`src/rtl/ram_arb_pkg.sv`:
```
// Shared types for the RAM arbiter: FSM state encoding and master indices.
package ram_arb_pkg;

    typedef enum logic {
        S_INIT = 1'b0,
        S_ARB  = 1'b1
    } state_t;

    localparam logic M0 = 1'b0;
    localparam logic M1 = 1'b1;

endpackage

```
`src/rtl/ram_arbiter_if.sv`:
```
// Bus bundle between the two masters, the arbiter and the shared RAM.
interface ram_arbiter_if #(
    parameter int ADDR_W = 8,
    parameter int DATA_W = 8
) ();
    logic              m0_req,   m1_req;
    logic              m0_we,    m1_we;
    logic [ADDR_W-1:0] m0_addr,  m1_addr;
    logic [DATA_W-1:0] m0_wdata, m1_wdata;
    logic              m0_gnt,   m1_gnt;
    logic              m0_rvalid, m1_rvalid;
    logic [DATA_W-1:0] m0_rdata, m1_rdata;

    logic              ram_we;
    logic [ADDR_W-1:0] ram_waddr;
    logic [DATA_W-1:0] ram_wdata;
    logic              ram_re;
    logic [ADDR_W-1:0] ram_raddr;
    logic [DATA_W-1:0] ram_rdata;

    // Arbiter side
    modport slave (
        input  m0_req, m0_we, m0_addr, m0_wdata,
        input  m1_req, m1_we, m1_addr, m1_wdata,
        input  ram_rdata,
        output m0_gnt, m0_rvalid, m0_rdata,
        output m1_gnt, m1_rvalid, m1_rdata,
        output ram_we, ram_waddr, ram_wdata, ram_re, ram_raddr
    );

    // Requester and RAM side
    modport master (
        output m0_req, m0_we, m0_addr, m0_wdata,
        output m1_req, m1_we, m1_addr, m1_wdata,
        output ram_rdata,
        input  m0_gnt, m0_rvalid, m0_rdata,
        input  m1_gnt, m1_rvalid, m1_rdata,
        input  ram_we, ram_waddr, ram_wdata, ram_re, ram_raddr
    );
endinterface

```
`src/rtl/ram_arbiter_rr_arb2.sv`:
```
// Two-way pick: current owner keeps the bus while its burst allowance lasts,
// otherwise a lone requester wins and a tie goes to the master not served last.
module rr_arb2
    import ram_arb_pkg::*;
(
    input  logic req0,
    input  logic req1,
    input  logic last,
    input  logic owner_vld,
    input  logic owner,
    input  logic burst_ok,
    output logic gnt0,
    output logic gnt1
);

    logic owner_req;

    assign owner_req = (owner == M0) ? req0 : req1;

    always_comb begin
        gnt0 = 1'b0;
        gnt1 = 1'b0;
        if (owner_vld && burst_ok && owner_req) begin
            if (owner == M0) gnt0 = 1'b1;
            else             gnt1 = 1'b1;
        end else if (req0 && !req1) begin
            gnt0 = 1'b1;
        end else if (req1 && !req0) begin
            gnt1 = 1'b1;
        end else if (req0 && req1) begin
            if (last == M0) gnt1 = 1'b1;
            else            gnt0 = 1'b1;
        end
    end

endmodule

```
`src/rtl/ram_arbiter.sv`:
```
// Shares one dual-port RAM between a CPU (m0) and a loader (m1), one beat per
// cycle with bounded bursts, and sequences a zero-fill sweep of the whole RAM.
module ram_arbiter
    import ram_arb_pkg::*;
#(
    parameter int ADDR_W        = 8,
    parameter int DATA_W        = 8,
    parameter int MAX_BURST     = 4,
    parameter bit INIT_ON_RESET = 1'b1
) (
    input  logic          clk,
    input  logic          rst,
    input  logic          init_start,
    output logic          init_busy,
    ram_arbiter_if.slave  bus
);

    localparam int BW = $clog2(MAX_BURST + 1);
    localparam logic [BW-1:0] MAX_B = BW'(MAX_BURST);

    state_t            state_q, state_d;
    logic [ADDR_W-1:0] sweep_addr;
    logic              owner_vld, owner, last;
    logic [BW-1:0]     beat_cnt;
    logic              rvalid0, rvalid1;
    logic              arb_en, gnt0, gnt1, any_gnt, winner;

    assign arb_en  = !rst && (state_q == S_ARB);
    assign any_gnt = gnt0 | gnt1;
    assign winner  = gnt1 ? M1 : M0;

    rr_arb2 u_pick (
        .req0      (bus.m0_req & arb_en),
        .req1      (bus.m1_req & arb_en),
        .last      (last),
        .owner_vld (owner_vld),
        .owner     (owner),
        .burst_ok  (beat_cnt < MAX_B),
        .gnt0      (gnt0),
        .gnt1      (gnt1)
    );

    always_comb begin
        state_d       = state_q;
        bus.ram_we    = 1'b0;
        bus.ram_waddr = '0;
        bus.ram_wdata = '0;
        bus.ram_re    = 1'b0;
        bus.ram_raddr = '0;
        if (!rst) begin
            case (state_q)
                S_INIT: begin
                    bus.ram_we    = 1'b1;
                    bus.ram_waddr = sweep_addr;
                    if (&sweep_addr) state_d = S_ARB;
                end
                S_ARB: begin
                    if (gnt0) begin
                        bus.ram_we    = bus.m0_we;
                        bus.ram_re    = !bus.m0_we;
                        bus.ram_waddr = bus.m0_addr;
                        bus.ram_raddr = bus.m0_addr;
                        bus.ram_wdata = bus.m0_wdata;
                    end else if (gnt1) begin
                        bus.ram_we    = bus.m1_we;
                        bus.ram_re    = !bus.m1_we;
                        bus.ram_waddr = bus.m1_addr;
                        bus.ram_raddr = bus.m1_addr;
                        bus.ram_wdata = bus.m1_wdata;
                    end
                    if (init_start) state_d = S_INIT;
                end
                default: state_d = S_ARB;
            endcase
        end
    end

    always_ff @(posedge clk) begin
        if (rst) begin
            state_q    <= INIT_ON_RESET ? S_INIT : S_ARB;
            sweep_addr <= '0;
            owner_vld  <= 1'b0;
            owner      <= M0;
            beat_cnt   <= '0;
            last       <= M1;
            rvalid0    <= 1'b0;
            rvalid1    <= 1'b0;
        end else begin
            state_q <= state_d;
            rvalid0 <= gnt0 & ~bus.m0_we;
            rvalid1 <= gnt1 & ~bus.m1_we;
            if (state_q == S_INIT) begin
                sweep_addr <= sweep_addr + ADDR_W'(1);
                owner_vld  <= 1'b0;
                beat_cnt   <= '0;
            end else if (init_start) begin
                // The grant of this cycle is still served; burst history restarts after the sweep.
                owner_vld <= 1'b0;
                beat_cnt  <= '0;
                if (any_gnt) begin
                    last  <= winner;
                    owner <= winner;
                end
            end else if (any_gnt) begin
                last      <= winner;
                owner     <= winner;
                owner_vld <= 1'b1;
                if (owner_vld && winner == owner)
                    beat_cnt <= (beat_cnt == MAX_B) ? MAX_B : beat_cnt + BW'(1);
                else
                    beat_cnt <= BW'(1);
            end else begin
                owner_vld <= 1'b0;
                beat_cnt  <= '0;
            end
        end
    end

    assign init_busy     = (state_q == S_INIT);
    assign bus.m0_gnt    = gnt0;
    assign bus.m1_gnt    = gnt1;
    assign bus.m0_rvalid = rvalid0;
    assign bus.m1_rvalid = rvalid1;
    assign bus.m0_rdata  = bus.ram_rdata;
    assign bus.m1_rdata  = bus.ram_rdata;

endmodule

```
`src/flat_wrapper.sv`:
```
// flat-port wrapper written by rule: the top's interface ports become plain ports
module ram_arbiter_flat import ram_arb_pkg::*;
#(
    parameter int ADDR_W        = 8,
    parameter int DATA_W        = 8,
    parameter int MAX_BURST     = 4,
    parameter bit INIT_ON_RESET = 1'b1
)
  (clk, rst, init_start, init_busy, bus_m0_req, bus_m0_we, bus_m0_addr, bus_m0_wdata, bus_m1_req, bus_m1_we, bus_m1_addr, bus_m1_wdata, bus_ram_rdata, bus_m0_gnt, bus_m0_rvalid, bus_m0_rdata, bus_m1_gnt, bus_m1_rvalid, bus_m1_rdata, bus_ram_we, bus_ram_waddr, bus_ram_wdata, bus_ram_re, bus_ram_raddr);
  ram_arbiter_if #(.ADDR_W(ADDR_W), .DATA_W(DATA_W)) bus_i ();
  input  logic clk;
  input  logic rst;
  input  logic init_start;
  output logic init_busy;
  input wire logic [$bits(bus_i.m0_req)-1:0] bus_m0_req;
  input wire logic [$bits(bus_i.m0_we)-1:0] bus_m0_we;
  input wire logic [$bits(bus_i.m0_addr)-1:0] bus_m0_addr;
  input wire logic [$bits(bus_i.m0_wdata)-1:0] bus_m0_wdata;
  input wire logic [$bits(bus_i.m1_req)-1:0] bus_m1_req;
  input wire logic [$bits(bus_i.m1_we)-1:0] bus_m1_we;
  input wire logic [$bits(bus_i.m1_addr)-1:0] bus_m1_addr;
  input wire logic [$bits(bus_i.m1_wdata)-1:0] bus_m1_wdata;
  input wire logic [$bits(bus_i.ram_rdata)-1:0] bus_ram_rdata;
  output wire logic [$bits(bus_i.m0_gnt)-1:0] bus_m0_gnt;
  output wire logic [$bits(bus_i.m0_rvalid)-1:0] bus_m0_rvalid;
  output wire logic [$bits(bus_i.m0_rdata)-1:0] bus_m0_rdata;
  output wire logic [$bits(bus_i.m1_gnt)-1:0] bus_m1_gnt;
  output wire logic [$bits(bus_i.m1_rvalid)-1:0] bus_m1_rvalid;
  output wire logic [$bits(bus_i.m1_rdata)-1:0] bus_m1_rdata;
  output wire logic [$bits(bus_i.ram_we)-1:0] bus_ram_we;
  output wire logic [$bits(bus_i.ram_waddr)-1:0] bus_ram_waddr;
  output wire logic [$bits(bus_i.ram_wdata)-1:0] bus_ram_wdata;
  output wire logic [$bits(bus_i.ram_re)-1:0] bus_ram_re;
  output wire logic [$bits(bus_i.ram_raddr)-1:0] bus_ram_raddr;
  assign bus_i.m0_req = bus_m0_req;
  assign bus_i.m0_we = bus_m0_we;
  assign bus_i.m0_addr = bus_m0_addr;
  assign bus_i.m0_wdata = bus_m0_wdata;
  assign bus_i.m1_req = bus_m1_req;
  assign bus_i.m1_we = bus_m1_we;
  assign bus_i.m1_addr = bus_m1_addr;
  assign bus_i.m1_wdata = bus_m1_wdata;
  assign bus_i.ram_rdata = bus_ram_rdata;
  assign bus_m0_gnt = bus_i.m0_gnt;
  assign bus_m0_rvalid = bus_i.m0_rvalid;
  assign bus_m0_rdata = bus_i.m0_rdata;
  assign bus_m1_gnt = bus_i.m1_gnt;
  assign bus_m1_rvalid = bus_i.m1_rvalid;
  assign bus_m1_rdata = bus_i.m1_rdata;
  assign bus_ram_we = bus_i.ram_we;
  assign bus_ram_waddr = bus_i.ram_waddr;
  assign bus_ram_wdata = bus_i.ram_wdata;
  assign bus_ram_re = bus_i.ram_re;
  assign bus_ram_raddr = bus_i.ram_raddr;
  ram_arbiter #(.ADDR_W(ADDR_W), .DATA_W(DATA_W), .MAX_BURST(MAX_BURST), .INIT_ON_RESET(INIT_ON_RESET)) u_core (.clk(clk), .rst(rst), .init_start(init_start), .init_busy(init_busy), .bus(bus_i));
endmodule
```
`config.mk`:
```
export PLATFORM = sky130hd
export DESIGN_NAME = ram_arbiter_flat
export DESIGN_NICKNAME = d
export VERILOG_FILES = /design/src/rtl/ram_arb_pkg.sv /design/src/rtl/ram_arbiter_if.sv /design/src/rtl/ram_arbiter_rr_arb2.sv /design/src/rtl/ram_arbiter.sv /design/src/flat_wrapper.sv
export SDC_FILE = /design/constraint.sdc
export NUM_CORES = 1
export LEC_CHECK = 0
export ABC_CLOCK_PERIOD_IN_PS = 1900
export CORE_ASPECT_RATIO = 0.7
export CORE_MARGIN = 3
export CORE_UTILIZATION = 25
export DETAILED_ROUTE_END_ITERATION = 10
export RECOVER_POWER = 25
export SETUP_SLACK_MARGIN = 0.05
export SYNTH_ARGS = -nofsm -noshare
export SYNTH_HDL_FRONTEND = slang
export SYNTH_SLANG_ARGS = --single-unit
```
`constraint.sdc`:
```
create_clock -name clk -period 1.9 [get_ports clk]
set_input_delay 0.38 -clock clk [delete_from_list [all_inputs] [get_ports clk]]
set_output_delay 0.38 -clock clk [all_outputs]
set_load 0.02 [all_outputs]
```
; ---- After elaboration in Yosys (flattened, before gate mapping)
; Index checks and enable logic that the tools add are counted.
[word_totals]
register_bits = 17
input_bits = 47
output_inout_bits = 47
wordCells = 81
[classes]
add_sub_neg = 2
magnitude_cmp = 1
eq_ne = 2
muxes = 38
bitwise_logic = 10
reduce_logical = 18
[ops]
columns = cell, n
row1 = $mux W8, 9
row2 = $mux W1, 25
row3 = $pmux W8 S2, 1
row4 = $add A8 B1 Y8 const B, 1
row5 = $reduce_and A8 Y1, 1
row6 = $logic_and A1 B1 Y1, 7
row7 = $reduce_or A6 Y1, 1
row8 = $logic_not A1 Y1, 5
row9 = $not A1 Y1, 5
row10 = $reduce_or A5 Y1, 1
row11 = $and A1 B1 Y1, 4
row12 = $pmux W1 S2, 2
row13 = $reduce_or A4 Y1, 1
row14 = $add A3 B1 Y3 const B, 1
row15 = $eq A3 B3 Y1 const B, 1
row16 = $lt A3 B3 Y1 const B, 1
row17 = $mux W3, 1
row18 = $reduce_or A3 Y1, 1
row19 = $reduce_and A2 Y1, 1
row20 = $eq A1 B1 Y1, 1
row21 = $or A1 B1 Y1, 1

; ---- Longest topological paths before layout
[logic_depth]
depth_word = 13
ltp_mapped = 7
depth_no_buf = 5

; ---- Modules after synthesis
; From an unflattened synthesis, not the netlist that was laid out.
[unflattened]
hier_cells = 165
area_unflattened_um2 = 1248.7
[modules_own_cells]
columns = mod, instances, cells_per_inst, area_each_um2, seq_area_each_um2
row1 = ram_arbiter, 1, 158, 1197.4, 340.3
row2 = rr_arb2, 1, 7, 51.3, 0.0

; ---- Worst setup path after synthesis
; No wires, ideal clock.
[synth_path]
kind = input -> output
from = in bus_m0_req
to = out bus_ram_we
arrival_time_ps = 1619
t_required_ps = 1520
slack_ps = -99
cell_stages = 7
n_path_buf = 3
cell_sequence = buf_2 nand4bb_1 o2111a_1 buf_2 buf_4 a32oi_1 a21oi_1
[synth_between]
elab_chain_cells = 10
elab_cells_between_ends = 19
cone_classes = mux (13) / bitwise (1) / reduce/logical (5)
[synth_lines]
columns = item, line
row1 = "start, declared", flat_wrapper.sv:15  ; input wire logic [$bits(bus_i.m0_req)-1:0] bus_m0_req;
row2 = $and A1 B1 Y1 *, ram_arbiter.sv:33  ; .req0 (bus.m0_req & arb_en),
row3 = $logic_and A1 B1 Y1 / $logic_not A1 Y1 (equally long branches), "ram_arbiter_rr_arb2.sv:30, ram_arbiter_rr_arb2.sv:28"
row4 = $mux W1 / $logic_and A1 B1 Y1 (equally long branches), "ram_arbiter_rr_arb2.sv:30, ram_arbiter_rr_arb2.sv:28"
row5 = $mux W1, ram_arbiter_rr_arb2.sv:28  ; end else if (req1 && !req0) begin
row6 = $mux W1, ram_arbiter_rr_arb2.sv:26  ; end else if (req0 && !req1) begin
row7 = $mux W1 *, ram_arbiter_rr_arb2.sv:23  ; if (owner_vld && burst_ok && owner_req) begin
row8 = net bus_m1_gnt, flat_wrapper.sv:27  ; output wire logic [$bits(bus_i.m1_gnt)-1:0] bus_m1_gnt;
row9 = $mux W1 *, ram_arbiter.sv:64  ; end else if (gnt1) begin
row10 = $mux W1 *, ram_arbiter.sv:58  ; if (gnt0) begin
row11 = $pmux W1 S2 *, ram_arbiter.sv:51  ; case (state_q)
row12 = $mux W1 *, ram_arbiter.sv:50  ; if (!rst) begin
row13 = "end, declared", flat_wrapper.sv:30  ; output wire logic [$bits(bus_i.ram_we)-1:0] bus_ram_we;
; The timed path passes the listed nets; every way through them passes the cells marked *.

; ---- Final worst setup path
[layout_path]
from = in bus_m1_req
to = out bus_ram_waddr[7]
[layout_between]
elab_chain_cells = 10
elab_cells_between_ends = 19
cone_classes = mux (13) / bitwise (1) / reduce/logical (5)
[layout_lines]
columns = item, line
row1 = "start, declared", flat_wrapper.sv:19  ; input wire logic [$bits(bus_i.m1_req)-1:0] bus_m1_req;
row2 = $and A1 B1 Y1 *, ram_arbiter.sv:34  ; .req1 (bus.m1_req & arb_en),
row3 = $logic_and A1 B1 Y1, ram_arbiter_rr_arb2.sv:30  ; end else if (req0 && req1) begin
row4 = $mux W1, ram_arbiter_rr_arb2.sv:30
row5 = $mux W1, ram_arbiter_rr_arb2.sv:28
row6 = $mux W1, ram_arbiter_rr_arb2.sv:26
row7 = $mux W1, ram_arbiter_rr_arb2.sv:23
row8 = $mux W8, ram_arbiter.sv:64
row9 = $mux W8 *, ram_arbiter.sv:58
row10 = $pmux W8 S2 *, ram_arbiter.sv:51
row11 = $mux W8 *, ram_arbiter.sv:50
row12 = "end, declared", flat_wrapper.sv:31  ; output wire logic [$bits(bus_i.ram_waddr)-1:0] bus_ram_waddr;
; Every way passes the cells marked *; elsewhere a longest branch is shown, timed or not.

==> impl_metrics.tcl <==
set metrics [dict create \
    area_growth_syn_to_layout_pct 81.0 \
    cp-end-kind "primary output" \
    path_depth 7 \
    worstRegToRegCells 5 \
    dr.pass1.iters 4 \
    run_status "finished with violations" \
    grt_pass1_wl_um 6020 \
    synth.distinct_cells 41 \
    wl_per_cell_um 14.4 \
    synth_area_leader_cell "sky130_fd_sc_hd__dfxtp_1" \
    powerDensity_nw_per_um2 365 \
    number_of_buffers_inserted_by_hold_repair_at_cts 0 \
    placer_congestion_estimate 0.822 \
    finalSetupViolations 26 \
    slew_viol_final 0 \
    syn-num-nets 187 \
    dr_total_vias 1230 \
    timing.reg2reg.setup_slack_ps 530 \
    die_boundary_width_um 88.0 \
    synth_top_area_share_pct 28.9 \
    post_drt_via_cell_ratio 4.68 \
    fmax_mhz 470 \
    clk-insertion-delay-late_ps 250 \
    setup_repair_after_global_routing_missed_its_margin "yes" \
    failed_checks "negative setup slack" \
    layout.cell_area.non_filler_um2 2130 \
    finClkSkew_ps 2.18 \
    netlist_top_cells_area "sky130_fd_sc_hd__dfxtp_1 29%, sky130_fd_sc_hd__a22o_1 12%, sky130_fd_sc_hd__buf_4 11%, sky130_fd_sc_hd__a21o_1 5.1%, sky130_fd_sc_hd__nand2_1 3.5%" \
    globalRouteTotalUtil_pct 13.4 \
    numPortBuffers 69 \
    floorplan.core_area_um2 4430 \
    core.rowCount 20 \
    worst-path-buf-inv 4 \
    synth_fa_ha_area_share_pct 3.19 \
    largest_family_of_logic_cells_by_synthesized_area "compound AO/OA/AOI/OAI gates" \
    crit_reg_reg_endpoint "u_core.sweep_addr[5]" \
    share_of_synthesized_area_occupied_by_flip_flops_and_latches_pct 28.9 \
    grt_start_max_net_pins 15 \
    number_of_cells_in_the_design_after_placement 256 \
    cp-start-kind "primary input" \
    critical_path.top_delay_family "compound AO/OA/AOI/OAI gates" \
    remaining_drc_errors 0 \
    synth_compound_gate_area_share_pct 28.8 \
    worst_path_cell_trace "clkdlybuf4s15_1, inv_2, o311a_4, clkbuf_16, a22o_4, a21o_1, buf_6" \
    grt_pass1_vias 1263 \
    critPathArrivalTime_ps 1750 \
    yosys_most_used_dff "sky130_fd_sc_hd__dfxtp_1" \
    io_pins 94 \
    total_leakage_power_uw 0.000982 \
    fill_cells 410 \
    fin_cells 263 \
    antenna_found_initial 0 \
    cts.path.max_buffers 2 \
    worst-path-max-fanout 5 \
    multiInputGateArea_um2 766 \
    worst_r2r_startpoint "u_core.state_q" \
    detail_route_antenna_nets 0 \
    cts_sinks 17 \
    layout-drive-gt1-share_pct 35.6 \
    cts-root-buf "sky130_fd_sc_hd__clkbuf_8" \
    timing.critical_path.slowest_stage_cell "sky130_fd_sc_hd__o311a_4" \
    place_area_um2 2010 \
    design.final.nets 259 \
    final_critical_path_time_including_i_o_delays_and_setup_ps 2130 \
    diodes 0 \
    cts_tree "yes" \
    ys_seq_elements 17 \
    synth.area.mux_share_pct 0.850 \
    finalCritPeriodShare_pct 112 \
    worstMarginPinSlew_ps 598 \
    floorplan.die_area_um2 5580 \
    timing.setup.critical_path_class "in2out" \
    initial_utilization_pct 26.6 \
    syn-mean-instance-area_um2 8.59 \
    number_of_cts_inserted_buffers 3 \
    sequential_cell_area_um2 345 \
    grt_overflow 0 \
    timing.hold.worst.class "reg2reg" \
    whs_ps 516 \
    mappedNetlistArea_um2 1180 \
    cp-endpoint "bus_ram_waddr[7]" \
    power.total_uw 777 \
    synthXorXnorAreaFrac_pct 3.72 \
    detailed_route_wire_length_um 3790 \
    synthCells 137 \
    required_ps 1520 \
    critical_path.startpoint "bus_m1_req" \
    detailed_place_hpwl_um 3000 \
    drv.max_cap_violation_count 0 \
    worst_case_setup_margin_in_the_final_layout_ps -230 \
    htree_levels 1 \
    yosys.area_share.simple_pct 19.0 \
    ys_warn_count 0 \
    synth-edff-count 0 \
    drt_iter0_markers 43 \
    finalHoldViolations 0 \
    slowest_delay_ps 380 \
    dieHeight_um 63.4 \
    slew_headroom_pct 60.0 \
    synth_async_sr_flop_share_pct 0 \
    vdd_ir_drop_max_v 0.000286 \
    clkSlewWorstSetupHoldPaths_ps 60 \
]
[placed cells by master (no fill, tap or decap), drive strengths merged, types with 2 or more instances in the layout]
cell           instances
buf                   48
nor2b                  6
clkbuf                 5
o2111a                 2
or3                    2
clkdlybuf4s50         37
dfxtp                 17
a21oi                  6
inv                    4
and3b                  2
clkdlybuf4s15          2
xor2                   4
nand2                 11
or2                    2
nor2                   8
a22o                  16
nand3b                 2
o21ai                  4
ha                     3
dlygate4sd2            2
a21o                   8
[worst min-delay path, delay by kind of cell, from the launching register on]
family	cells	cell delay (ps)
DFF	1	330
AOI/OAI and AO/OA	2	140
[worst min path at each step]
stage                         startpoint              endpoint  depth (start not counted)
CTS                 u_core.sweep_addr[7]  u_core.sweep_addr[7]                          2
finish              u_core.sweep_addr[7]  u_core.sweep_addr[7]                          2
detailed placement  u_core.sweep_addr[7]  u_core.sweep_addr[7]                          2
global placement    u_core.sweep_addr[5]  u_core.sweep_addr[5]                          2
global route        u_core.sweep_addr[7]  u_core.sweep_addr[7]                          2
floorplan                            rst        u_core.state_q                          1
[state kept, by name, indices dropped and copies added (netlist names)]
name,flops
u_core.sweep_addr,8
u_core.beat_cnt,3
u_core.bus.m0_rvalid,1
u_core.bus.m1_rvalid,1
u_core.last,1
u_core.owner,1
u_core.owner_vld,1
u_core.state_q,1
[final cells by class]
| class | instances | area share, % |
|---|---|---|
| Multi-Input combinational cell | 93 | 35.9 |
| Timing Repair Buffer | 90 | 41.8 |
| Inverter | 4 | 0.705 |
| Tap cell | 55 | 3.23 |
| Clock buffer | 4 | 2.11 |
| Sequential cell | 17 | 16.2 |
[timing repair]
action                     in CTS  in global routing
gates cloned                    0                  1
setup endpoints to repair      29                 28
resized for setup             130                 42
pin swaps                       2                  3
buffers inserted                1                  1
[layer usage]
layer	wire length [µm]	GRT usage (%)	up-vias
met5	0	0	-
met4	0	1.70	0
met3	251	4.84	0
met2	1820	21.8	31
met1	1710	17.5	575
li1	-	-	624
[cell usage after synthesis (2+ instances only)]
cell	count
sky130_fd_sc_hd__buf_6	2
sky130_fd_sc_hd__o21ai_0	4
sky130_fd_sc_hd__dfxtp_1	17
sky130_fd_sc_hd__buf_4	17
sky130_fd_sc_hd__nand2_1	11
sky130_fd_sc_hd__nor2b_1	5
sky130_fd_sc_hd__xor2_1	4
sky130_fd_sc_hd__nand3b_1	2
sky130_fd_sc_hd__ha_1	3
sky130_fd_sc_hd__a21o_1	8
sky130_fd_sc_hd__and3b_1	2
sky130_fd_sc_hd__a21oi_1	6
sky130_fd_sc_hd__o2111a_1	2
sky130_fd_sc_hd__a22o_1	16
sky130_fd_sc_hd__or3_1	2
sky130_fd_sc_hd__buf_2	2
sky130_fd_sc_hd__nor2_1	8
sky130_fd_sc_hd__inv_1	3
[stage by stage]
step | setup WS, ps | TNS [ps] | utilization [%]
after floorplan | 22.1 | 0 | -
after global placement | -862 | -21970 | 45.4
after global routing | -275 | -4970 | 48.1
after CTS | -222 | -3910 | 44.0
final | -230 | -3920 | 48.1
after detailed placement | -879 | -22750 | 45.4
[where the power goes]
part           switching (µW)  internal, µW  leakage [µW]  total (µW)
combinational            48.6          92.5      0.000820         141
sequential               7.23           362      0.000139         369
clock                     118           149     0.0000228         267
[logic make-up (layout without fill, tap and decap cells)]
group,after synthesis,in the layout
AND/OR/NAND/NOR,40,40
buffers and inverters,27,98
multiplexers,1,1
flip-flops,17,17
XOR/XNOR,5,5
adder cells (fa/ha/maj),3,3
AO/OA/AOI/OAI,44,44
No activity file was read; power rests on OpenSTA's default activity.
